File: config.mk
export PLATFORM = sky130hd
export DESIGN_NAME = lfsr
export DESIGN_NICKNAME = d
export VERILOG_FILES = /design/src/rtl/lfsr_pkg.sv /design/src/rtl/lfsr_feedback.sv /design/src/rtl/lfsr.sv
export SDC_FILE = /design/constraint.sdc
export NUM_CORES = 1
export LEC_CHECK = 0
export ABC_CLOCK_PERIOD_IN_PS = 900
export BUFFER_PORTS_ARGS = -buffer_cell sky130_fd_sc_hd__clkbuf_2
export CAP_MARGIN = 20
export CORE_AREA = 2 2 39 41
export DETAILED_ROUTE_END_ITERATION = 10
export DIE_AREA = 0 0 41 43
export PLACE_DENSITY = 0.53
export SLEW_MARGIN = 20
export SYNTH_ARGS = -nofsm -noshare
export SYNTH_HDL_FRONTEND = slang
export SYNTH_SLANG_ARGS = --single-unit
File: constraint.sdc
create_clock -name clk -period 0.9 [get_ports clk]
set_clock_uncertainty 0.1 [all_clocks]
set_input_delay 0.09 -clock clk [delete_from_list [all_inputs] [get_ports clk]]
set_output_delay 0.09 -clock clk [all_outputs]
set_load 0.05 [all_outputs]
File: src/rtl/lfsr_pkg.sv
// rtl/lfsr_pkg.sv - shared LFSR width default and maximal-length tap table
package lfsr_pkg;

  localparam int DEFAULT_WIDTH = 8;

  // Bit i set means register bit i feeds the feedback XOR; 0 flags an unsupported width.
  function automatic logic [31:0] max_taps(int width);
    logic [31:0] taps;
    case (width)
      3:       taps = 32'h0000_0006;
      4:       taps = 32'h0000_000C;
      5:       taps = 32'h0000_0014;
      6:       taps = 32'h0000_0030;
      7:       taps = 32'h0000_0060;
      8:       taps = 32'h0000_00B8;
      9:       taps = 32'h0000_0110;
      10:      taps = 32'h0000_0240;
      11:      taps = 32'h0000_0500;
      12:      taps = 32'h0000_0829;
      13:      taps = 32'h0000_100D;
      14:      taps = 32'h0000_2015;
      15:      taps = 32'h0000_6000;
      16:      taps = 32'h0000_D008;
      17:      taps = 32'h0001_2000;
      18:      taps = 32'h0002_0400;
      19:      taps = 32'h0004_0023;
      20:      taps = 32'h0009_0000;
      21:      taps = 32'h0014_0000;
      22:      taps = 32'h0030_0000;
      23:      taps = 32'h0042_0000;
      24:      taps = 32'h00E1_0000;
      25:      taps = 32'h0120_0000;
      26:      taps = 32'h0200_0023;
      27:      taps = 32'h0400_0013;
      28:      taps = 32'h0900_0000;
      29:      taps = 32'h1400_0000;
      30:      taps = 32'h2000_0029;
      31:      taps = 32'h4800_0000;
      32:      taps = 32'h8020_0003;
      default: taps = 32'h0000_0000;
    endcase
    return taps;
  endfunction

endpackage

File: src/rtl/lfsr_feedback.sv
// rtl/lfsr_feedback.sv - combinational parity of the tapped register bits
module lfsr_feedback #(
  parameter int              WIDTH = 8,
  parameter logic [WIDTH-1:0] TAPS = 8'hB8
) (
  input  logic [WIDTH-1:0] q,
  output logic             fb
);

  assign fb = ^(q & TAPS);

endmodule

File: src/rtl/lfsr.sv
// rtl/lfsr.sv - Fibonacci LFSR with seed load on synchronous active-low reset
module lfsr
  import lfsr_pkg::*;
#(
  parameter int               WIDTH    = DEFAULT_WIDTH,
  parameter logic [WIDTH-1:0] TAPS     = WIDTH'(lfsr_pkg::max_taps(WIDTH)),
  parameter logic [WIDTH-1:0] ZERO_SUB = WIDTH'(1)
) (
  input  logic             clk,
  input  logic             reset,
  input  logic [WIDTH-1:0] seed,
  output logic [WIDTH-1:0] shift_seed
);

  logic [WIDTH-1:0] q;
  logic             fb;

  if (WIDTH < 3 || WIDTH > 32) begin : g_bad_width
    $error("lfsr: WIDTH must be within 3..32");
  end
  if (TAPS == '0 || TAPS[WIDTH-1] != 1'b1) begin : g_bad_taps
    $error("lfsr: TAPS must be nonzero and include the top register bit");
  end

  lfsr_feedback #(
    .WIDTH (WIDTH),
    .TAPS  (TAPS)
  ) u_feedback (
    .q  (q),
    .fb (fb)
  );

  // An all-zero seed would lock the register, so it is replaced on load.
  always_ff @(posedge clk) begin
    if (!reset) begin
      q <= (seed == '0) ? ZERO_SUB : seed;
    end else begin
      q <= {q[WIDTH-2:0], fb};
    end
  end

  assign shift_seed = q;

endmodule

[Word level (Yosys, flattened, before mapping)]
Index checks and enable logic that the tools add are counted.
Operators by class
  mux-type cells: 2
  reductions and logical operators: 2
Operators with widths (number)
  2-to-1 mux 8 bit: 2
  zero test 8 bit: 1
  XOR reduction 8 bit: 1
Storage, ports and cells
  flip-flop bits (word level): 8
  output and inout bits: 8
  word-level logic and storage cells: 5

[Longest topological paths before layout]
Gate-level depths: netlist of run 1.
  word-level depth: 3
  gate-level depth with buffers: 3
  depth with buffers taken out: 3

[Hierarchy]
A second synthesis of run 1 with hierarchy kept.
Second synthesis, totals
  cells, all modules: 23
  area, all modules: 306.5 sq um
Modules (own cells, without submodules)
  lfsr: instances 1, cells an instance 20, area an instance 280.3 sq um, sequential area each 160.2 sq um
  lfsr_feedback: instances 1, cells an instance 3, area an instance 26.3 sq um, sequential area each 0.0 sq um

[Least setup slack after synthesis of run 1]
OpenSTA, ideal clock, no wires.
  kind: reg2reg
  start: register q[5], in the netlist shift_seed[5]
  end: register q[0], in the netlist shift_seed[0]
  setup time: 0.122 ns
  arrival time: 1.046 ns
  data required time: 0.678 ns
  setup slack: -0.367 ns
  stages on the path, launching flop included: 4
  buffers on the path: 0
  cells stage by stage: dfxtp_1 > xor2_1 > xnor2_1 > mux2i_1
On the way
  longest elaborated chain between the ends: 2
RTL lines
  start: declaration: RTL line lfsr.sv:15  | logic [WIDTH-1:0] q;
  start signal: assignment: RTL line lfsr.sv:36  | q <= (seed == '0) ? ZERO_SUB : seed;
  start signal: assignment: RTL line lfsr.sv:38  | q <= {q[WIDTH-2:0], fb};
  XOR reduction 8 bit: RTL line lfsr_feedback.sv:10  | assign fb = ^(q & TAPS);
  2-to-1 mux 8 bit: RTL line lfsr.sv:35  | if (!reset) begin
Every way passes these cells.

[Worst setup path after layout of run 1]
  start: register q[5], in the netlist shift_seed[5]
  end: output shift_seed[5]
RTL lines
  end: declaration: RTL line lfsr.sv:12  | output logic [WIDTH-1:0] shift_seed
No word-level cell between the ends.

==> impl_metrics.tcl, run 1 <==
set metrics [dict create \
    grt-ovfl-total 0 \
    worstReg2RegStart "shift_seed[5]" \
    synthesized_flop_and_latch_total 8 \
    detailedPlace.worstSlack_ps -63.83 \
    n_antenna_cell 0 \
    worstSkewPairLatency_ps 240 \
    number_of_top_level_pins 18 \
    antenna_found_initial 0 \
    yosys_warnings 0 \
    area_fraction_in_compound_gates_after_synthesis_pct 1.688 \
    largest_register_ff_count 8 \
    cp_top_family "flip-flops" \
    synth_sequential_area_ratio_pct 54.01 \
    cellInternalPower_mw 0.8349 \
    slew_viol_final 0 \
    cts_made_buffers 3 \
    detailroute.via_count 249 \
    grt_max_degree 9 \
    critical_path_arrival_ps 850 \
    worst_hold_slack_ps -9.829 \
    clkSinkCount 8 \
    timing.reg2reg.worst_path_depth 3 \
    placement.io_buffers 17 \
    timing_hold_violations_final 4 \
    startpoint_type "register" \
    fin_crit_ps 1043 \
    switching_share_pct 33.21 \
    holdCritPathClass "in2reg" \
    dpl.hpwl_um 491.9 \
    global_route.usage.total_pct 9.164 \
    core_area_mm2 0.001384 \
    initialDrtViolationCount 2 \
    slowest_stage "dfxtp_4" \
    vias_per_std_cell 4.150 \
    setup_repair_after_global_routing_missed_its_margin "yes" \
    max_freq_mhz 959.1 \
    grt_pass1_wl_um 1062 \
    synth_cells 23 \
    drt_pass1_iterations 3 \
    cap_viol_max_count 0 \
    dieArea_mm2 0.001763 \
    power.share.clock_pct 20.7 \
    finalPower_mw 1.250 \
    path_class "reg2out" \
    crit_required_ps 710 \
    buffer_cell_driving_the_clock_tree_root "clkbuf_4" \
    initial_core_util_pct 21.43 \
    reg2reg_slack_ps -130 \
    final_wl_um 662 \
    placement_rows 14 \
    yosysUniqueCellTypes 9 \
    synth_xor_xnor_area_share_pct 8.861 \
    chip_width_um 41 \
    p_seq_share_pct 37.9 \
    rr_endpoint "shift_seed[6]" \
    drive_gt1_share_pct 86.36 \
    wl_per_cell_um 11.03 \
    final_cell_mix "clkbuf_2 (9), mux2_2 (6)" \
    drc 0 \
    synth-simple-area-share_pct 3.797 \
    cts_max_path_buffers 2 \
    syn_area_um2 296.5 \
    synth_largest_area_cell "dfxtp_1" \
    floorplan.die.height_um 43 \
    outcome "complete, but fails checks" \
    tritoncts "built" \
    nets 56 \
    power_density_mw_per_mm2 2121 \
    static_leakage_nw 0.2625 \
    cts_max_level 1 \
    final_setup_violation_count 10 \
    clk_transition_reported_paths_ps 50 \
    pwr-share-comb_pct 41.4 \
    first_global_vias 266 \
    yosys-mux-area-fraction_pct 29.96 \
    synth_largest_type_area_fraction_pct 54.01 \
    worstSetupEndpoint "shift_seed[5]" \
    worstPathCellList "buf_6, clkbuf_16" \
    syn-mean-instance-area_um2 12.89 \
    synth_fp_nets 33 \
    crit_path_max_incr_delay_ps 340 \
    cp_max_fo 2 \
    fin_crit_sh_pct 115.9 \
    crit_start "shift_seed[5]" \
    vdd_drop_max_uv 797.4 \
    worst-path-stages 2 \
    routabilityCongestion 0.6134 \
    antenna_violating_nets_post_route 0 \
    maxSlewHeadroom_pct 83.68 \
    worstPathBufferInverterCount 2 \
    violations "hold timing, setup timing" \
    post_synth_main_area_contributors "dfxtp_1 (54%), mux2_2 (27%), xor2_1 (5.9%)" \
    p_switching_mw 0.4151 \
    yosys.area_share.adder_pct 0 \
    worst-slew-pin-transition_ps 242.9 \
    final.setup.worst_slack_ps -142.7 \
    critical_path.endpoint_type "output pin" \
    combinational_family_with_the_most_area_after_synthesis "multiplexers" \
    mostFrequentLayoutCell "clkbuf_2" \
    area_growth_syn_to_layout_pct 98.73 \
]
==> worst min-delay path by stage <==
stage	from	endpoint	slack, ps	depth (start not counted)
3_5_place_dp	seed[1]	shift_seed[1]	240	2
3_3_place_gp	seed[5]	shift_seed[5]	240	2
4_1_cts	seed[2]	shift_seed[2]	-20	2
2_1_floorplan	seed[3]	shift_seed[3]	130	1
5_1_grt	seed[5]	shift_seed[5]	-1	2
6_report	seed[2]	shift_seed[2]	-10	2
==> timing repair <==
| action | 4_1_cts | 5_1_grt |
|---|---|---|
| endpoints found under the hold margin | 6 | 2 |
| setup buffers | 0 | 1 |
| setup endpoints to repair | 10 | 10 |
| gates resized for setup | 22 | 6 |
| pin swaps | 1 | 0 |
==> cell type report <==
class / count / area (um2)
fillers: 129 / 794.5
repair buffers: 19 / 224.0
well taps: 16 / 20.02
flip-flops and latches: 8 / 180.2
clock buffers: 3 / 22.52
multi-input cells: 14 / 142.6
==> power by group through the flow <==
stage	combinational (mW)	sequential [mW]	clock (mW)
CTS	0.492	0.462	0.275
global placement	0.363	0.457	0
finish	0.518	0.474	0.258
floorplan	0.0841	0.641	0
global route	0.546	0.482	0.298
detailed placement	0.363	0.452	0
==> cell families after synthesis <==
kind of cell / after synthesis
XOR/XNOR: 3
AND/OR/NAND/NOR: 2
AO/OA/AOI/OAI: 1
buffers and inverters: 1
multiplexers: 8
flip-flops: 8
==> per-layer routing <==
metal / vias to the layer above / track usage [%] / share of wire, %
met5: - / 0 / 0
met4: 0 / 6.000 / 0
met3: 0 / 1.571 / 10
met2: 14 / 12.50 / 46
met1: 112 / 12.66 / 44
li1: 123 / - / -
==> synthesized netlist by cell type <==
library cell,n
dfxtp_1,8
mux2_2,7
xor2_1,2
a21oi_1,1
buf_2,1
mux2i_1,1
nor3_1,1
nor4_1,1
xnor2_1,1
==> through the flow <==
step / std cells / util [%] / cell area [um2] / hold slack [ps] / setup TNS [ps]
global route: 60 / 42.59 / 589.3 / -1.411 / -911.9
CTS: 59 / 40.87 / 565.5 / -17.06 / -594.4
global placement: 56 / 30.56 / 422.9 / 239.5 / -93.81
floorplan: 23 / - / 315.3 / 133.9 / -227.2
detailed placement: 56 / 30.56 / 422.9 / 240.6 / -80.90
finish: 60 / 42.59 / 589.3 / -9.829 / -567.9
No activity file was read; power rests on OpenSTA's default activity.
==> run 2, diff against run 1 <==
Settings changed: BUFFER_PORTS_ARGS -buffer_cell sky130_fd_sc_hd__clkbuf_2 to default, DONT_BUFFER_PORTS from default to 1, PLACE_DENSITY 0.53 to 0.4.
==> impl_metrics.tcl, run 2 (synthesized netlist as in run 1, its figures left out) <==
set metrics [dict create \
    cap_viol_max_count 0 \
    placed_cells_incl_taps 49 \
    number_of_top_level_pins 18 \
    max_freq_mhz 950.9 \
    worst_hold_slack_ps -164.0 \
    fin_crit_ps 1052 \
    nets 55 \
    clkSinkCount 8 \
    mostFrequentLayoutCell "buf_8" \
    clk_transition_reported_paths_ps 60 \
    slew_viol_final 0 \
    drt_pass1_iterations 2 \
    grt_max_degree 9 \
    detailroute.via_count 267 \
    floorplan.die.height_um 43 \
    crit_required_ps 710 \
    maxSlewHeadroom_pct 85.03 \
    final_wl_um 813 \
    cts_made_buffers 3 \
    cp_max_fo 2 \
    startpoint_type "register" \
    p_switching_mw 0.4313 \
    violations "hold timing, setup timing" \
    vias_per_std_cell 4.450 \
    worst-slew-pin-transition_ps 222.8 \
    cellInternalPower_mw 0.8374 \
    switching_share_pct 34.00 \
    outcome "complete, but fails checks" \
    buffer_cell_driving_the_clock_tree_root "clkbuf_4" \
    cts_max_level 1 \
    final_cell_mix "buf_8 (7), mux2_2 (5), dlygate4sd3_1 (5)" \
    drive_gt1_share_pct 68.18 \
    core_area_mm2 0.001384 \
    power_density_mw_per_mm2 2126 \
    cts_post_setup_buffers_inserted 0 \
    timing_hold_violations_final 8 \
    cts_max_path_buffers 2 \
    holdCritPathClass "in2reg" \
    vdd_drop_max_uv 806.2 \
    path_class "reg2out" \
    grt-ovfl-total 0 \
    p_seq_share_pct 36.6 \
    placement.io_buffers 0 \
    initialDrtViolationCount 3 \
    layout.filler_cells 142 \
    wl_per_cell_um 13.55 \
    placement_rows 14 \
    global_route.usage.total_pct 11.98 \
    n_antenna_cell 0 \
    antenna_found_initial 0 \
    routabilityCongestion 0.6703 \
    grt_pass1_wl_um 1248 \
    detailedPlace.worstSlack_ps -79.51 \
    final.setup.worst_slack_ps -151.7 \
    drc 0 \
    power.share.clock_pct 23.8 \
    final_cell_count_no_fill 60 \
    dieArea_mm2 0.001763 \
    antenna_violating_nets_post_route 0 \
    worstSkewPairLatency_ps 260 \
    first_global_vias 294 \
    critical_path_arrival_ps 860 \
    setup_total_negative_slack_ps -753.0 \
    area_growth_syn_to_layout_pct 101.3 \
    fin_crit_sh_pct 116.9 \
    critical_path.endpoint_type "output pin" \
    pwr-share-comb_pct 39.7 \
    static_leakage_nw 0.2631 \
    final_setup_violation_count 12 \
    initial_core_util_pct 21.43 \
    chip_width_um 41 \
    tritoncts "built" \
    largest_register_ff_count 8 \
    setup_repair_after_global_routing_missed_its_margin "yes" \
]
## run 2: per-stage QoR
stage	instance area, um2	power [mW]	util [%]
floorplan	315.3	0.7252	-
global placement	412.9	0.8360	29.84
detailed placement	412.9	0.8392	29.84
CTS	568.0	1.273	41.05
global route	596.8	1.335	43.13
finish	596.8	1.269	43.13
## run 2: cell type report
| cell class | instances | area, um2 | area share (%) |
|---|---|---|---|
| clock buffer | 4 | 26.28 | 4.403 |
| multi-input combinational | 14 | 145.1 | 24.32 |
| sequential | 8 | 180.2 | 30.19 |
| tap | 16 | 20.02 | 3.354 |
| timing repair buffer | 18 | 225.2 | 37.74 |
## run 2: timing repair
action / CTS / global route
pin swaps: 0 / 2
hold endpoints to repair: 8 / 8
cloned: 0 / 0
gates resized for setup: 19 / 5
endpoints found under the setup margin: 12 / 12
hold buffers: 6 / 1
## run 2: critical path, cell delays in order, from the launching register on
cell	delay, ps
dfxtp_4	350
buf_6	110
buf_8	140
## run 2: worst paths after layout
| path | from | to | slack [ps] | depth (start not counted) |
|---|---|---|---|---|
| max | shift_seed[4] | shift_seed[4] | -150 | 2 |
| min | reset | shift_seed[0] | -160 | 1 |
| max reg2reg | shift_seed[7] | shift_seed[0] | -120 | 3 |
| min reg2reg | shift_seed[1] | shift_seed[2] | 370 | 1 |
## run 2: power groups by stage
stage	logic, mW	registers [mW]	clock network (mW)
floorplan	0.0841	0.641	0
global placement	0.383	0.453	0
detailed placement	0.386	0.453	0
CTS	0.486	0.462	0.325
global route	0.525	0.470	0.340
finish	0.503	0.464	0.302
## run 2: per-layer routing
metal / track usage [%] / wire, um / part of all wire [%]
met2: 18.13 / 415 / 51
met5: 0 / 0 / 0
met1: 10.71 / 299 / 37
met4: 10.00 / 16 / 2.0
met3: 6.806 / 83 / 10
==> run 3, diff against run 2 <==
Settings changed: REMOVE_ABC_BUFFERS from default to 1.
==> impl_metrics.tcl, run 3 (synthesized netlist as in run 1, its figures left out) <==
set metrics [dict create \
    violations "hold timing, setup timing" \
    buffer_cell_driving_the_clock_tree_root "clkbuf_4" \
    first_global_vias 271 \
    core_area_mm2 0.001384 \
    largest_register_ff_count 8 \
    initial_core_util_pct 21.43 \
    cts_max_level 1 \
    global_route.usage.total_pct 11.00 \
    final_setup_violation_count 11 \
    route.met2.wl_um 340 \
    fin_crit_ps 1023 \
    placed_cells_incl_taps 49 \
    final.setup.worst_slack_ps -123.0 \
    critical_path_arrival_ps 830 \
    grt-ovfl-total 0 \
    whs_path_depth 1 \
    final_cell_mix "dlygate4sd3_1 (7), buf_8 (7), dfxtp_2 (7)" \
    worstReg2RegStart "shift_seed[5]" \
    cts_max_path_buffers 2 \
    nets 55 \
    area_growth_syn_to_layout_pct 98.31 \
    crit_required_ps 710 \
    vias_per_std_cell 4.203 \
    crit_start "shift_seed[7]" \
    number_of_top_level_pins 18 \
    worst_hold_slack_ps -162.6 \
    drc 0 \
    max_freq_mhz 977.5 \
    antenna_found_initial 0 \
    final_cell_count_no_fill 59 \
    path_class "reg2out" \
    chip_width_um 41 \
    met3_wirelength_um 117 \
    grt_pass1_wl_um 1207 \
    cp_max_fo 2 \
    met1_length_um 325 \
    route.top_layer_used "met4" \
    maxSlewHeadroom_pct 86.63 \
    grt_max_degree 9 \
    cts_made_buffers 3 \
    outcome "complete, but fails checks" \
    dieArea_mm2 0.001763 \
    vdd_drop_max_uv 871.4 \
    cts_post_setup_buffers_inserted 0 \
    worstSkewPairLatency_ps 250 \
    drt_pass1_iterations 2 \
    setup_repair_after_global_routing_missed_its_margin "yes" \
    power_density_mw_per_mm2 2109 \
    layout.core_utilization_pct 42.50 \
    antenna_violating_nets_post_route 0 \
    holdCritPathClass "in2reg" \
    timing.reg2reg.worst_path_depth 3 \
    final_wl_um 794 \
    initialDrtViolationCount 2 \
    critical_path.endpoint_type "output pin" \
    detailroute.via_count 248 \
    static_leakage_nw 0.2444 \
    routabilityCongestion 0.6632 \
    wl_per_cell_um 13.46 \
    holdCritStartpoint "reset" \
    floorplan.die.height_um 43 \
    placement_rows 14 \
    n_antenna_cell 0 \
    drive_gt1_share_pct 72.09 \
    fin_crit_sh_pct 113.7 \
    startpoint_type "register" \
    worst-slew-pin-transition_ps 198.8 \
    placement.io_buffers 0 \
    clkSinkCount 8 \
    tritoncts "built" \
    timing_hold_violations_final 8 \
    slew_viol_final 0 \
    cap_viol_max_count 0 \
    clk_transition_reported_paths_ps 50 \
]
## run 3: power breakdown
group	internal, mW	switching [mW]
Clock	0.152	0.113
Sequential	0.421	0.0572
Combinational	0.250	0.248
Total	0.823	0.417
## run 3: critical path: stages, from the launching register on
cell	delay, ps
dfxtp_2	360
buf_6	100
buf_8	130
## run 3: area by class of cell
type / count / area [um2]
sequential: 8 / 172.7
fill: 135 / 795.8
timing repair buffer: 18 / 220.2
tap: 16 / 20.02
clock buffer: 3 / 22.52
multi-input combinational: 14 / 152.6
## run 3: routing by layer
| metal | vias to the layer above | GRT usage, % |
|---|---|---|
| met2 | 16 | 13.75 |
| met5 | - | 0 |
| met1 | 111 | 12.09 |
| met4 | 0 | 10.00 |
| li1 | 119 | - |
| met3 | 2 | 6.806 |
## run 3: stage by stage
step	setup WS [ps]	cell area [um2]	TNS, ps	total power [mW]	hold WS [ps]
after floorplan	-367.3	291.5	-1140	0.7090	92.49
after global placement	-89.44	394.1	-96.46	0.8259	94.62
after detailed placement	-136.6	394.1	-152.7	0.8349	104.5
after CTS	-139.7	548.0	-684.9	1.245	-170.2
after global routing	-164.2	588.1	-870.3	1.311	-173.5
final	-123.0	588.1	-541.9	1.240	-162.6
## run 3: timing repair
action / in CTS / in global routing
setup endpoints to repair: 11 / 11
pin swaps: 2 / 0
resized for setup: 29 / 2
cloned: 0 / 0
hold endpoints to repair: 8 / 8
hold buffers: 4 / 3
## run 3: worst paths after layout
path,to,slack (ps)
worst max-delay path,shift_seed[7],-120
worst min-delay path,shift_seed[0],-160
worst max register to register,shift_seed[0],-80
worst min register to register,shift_seed[7],390
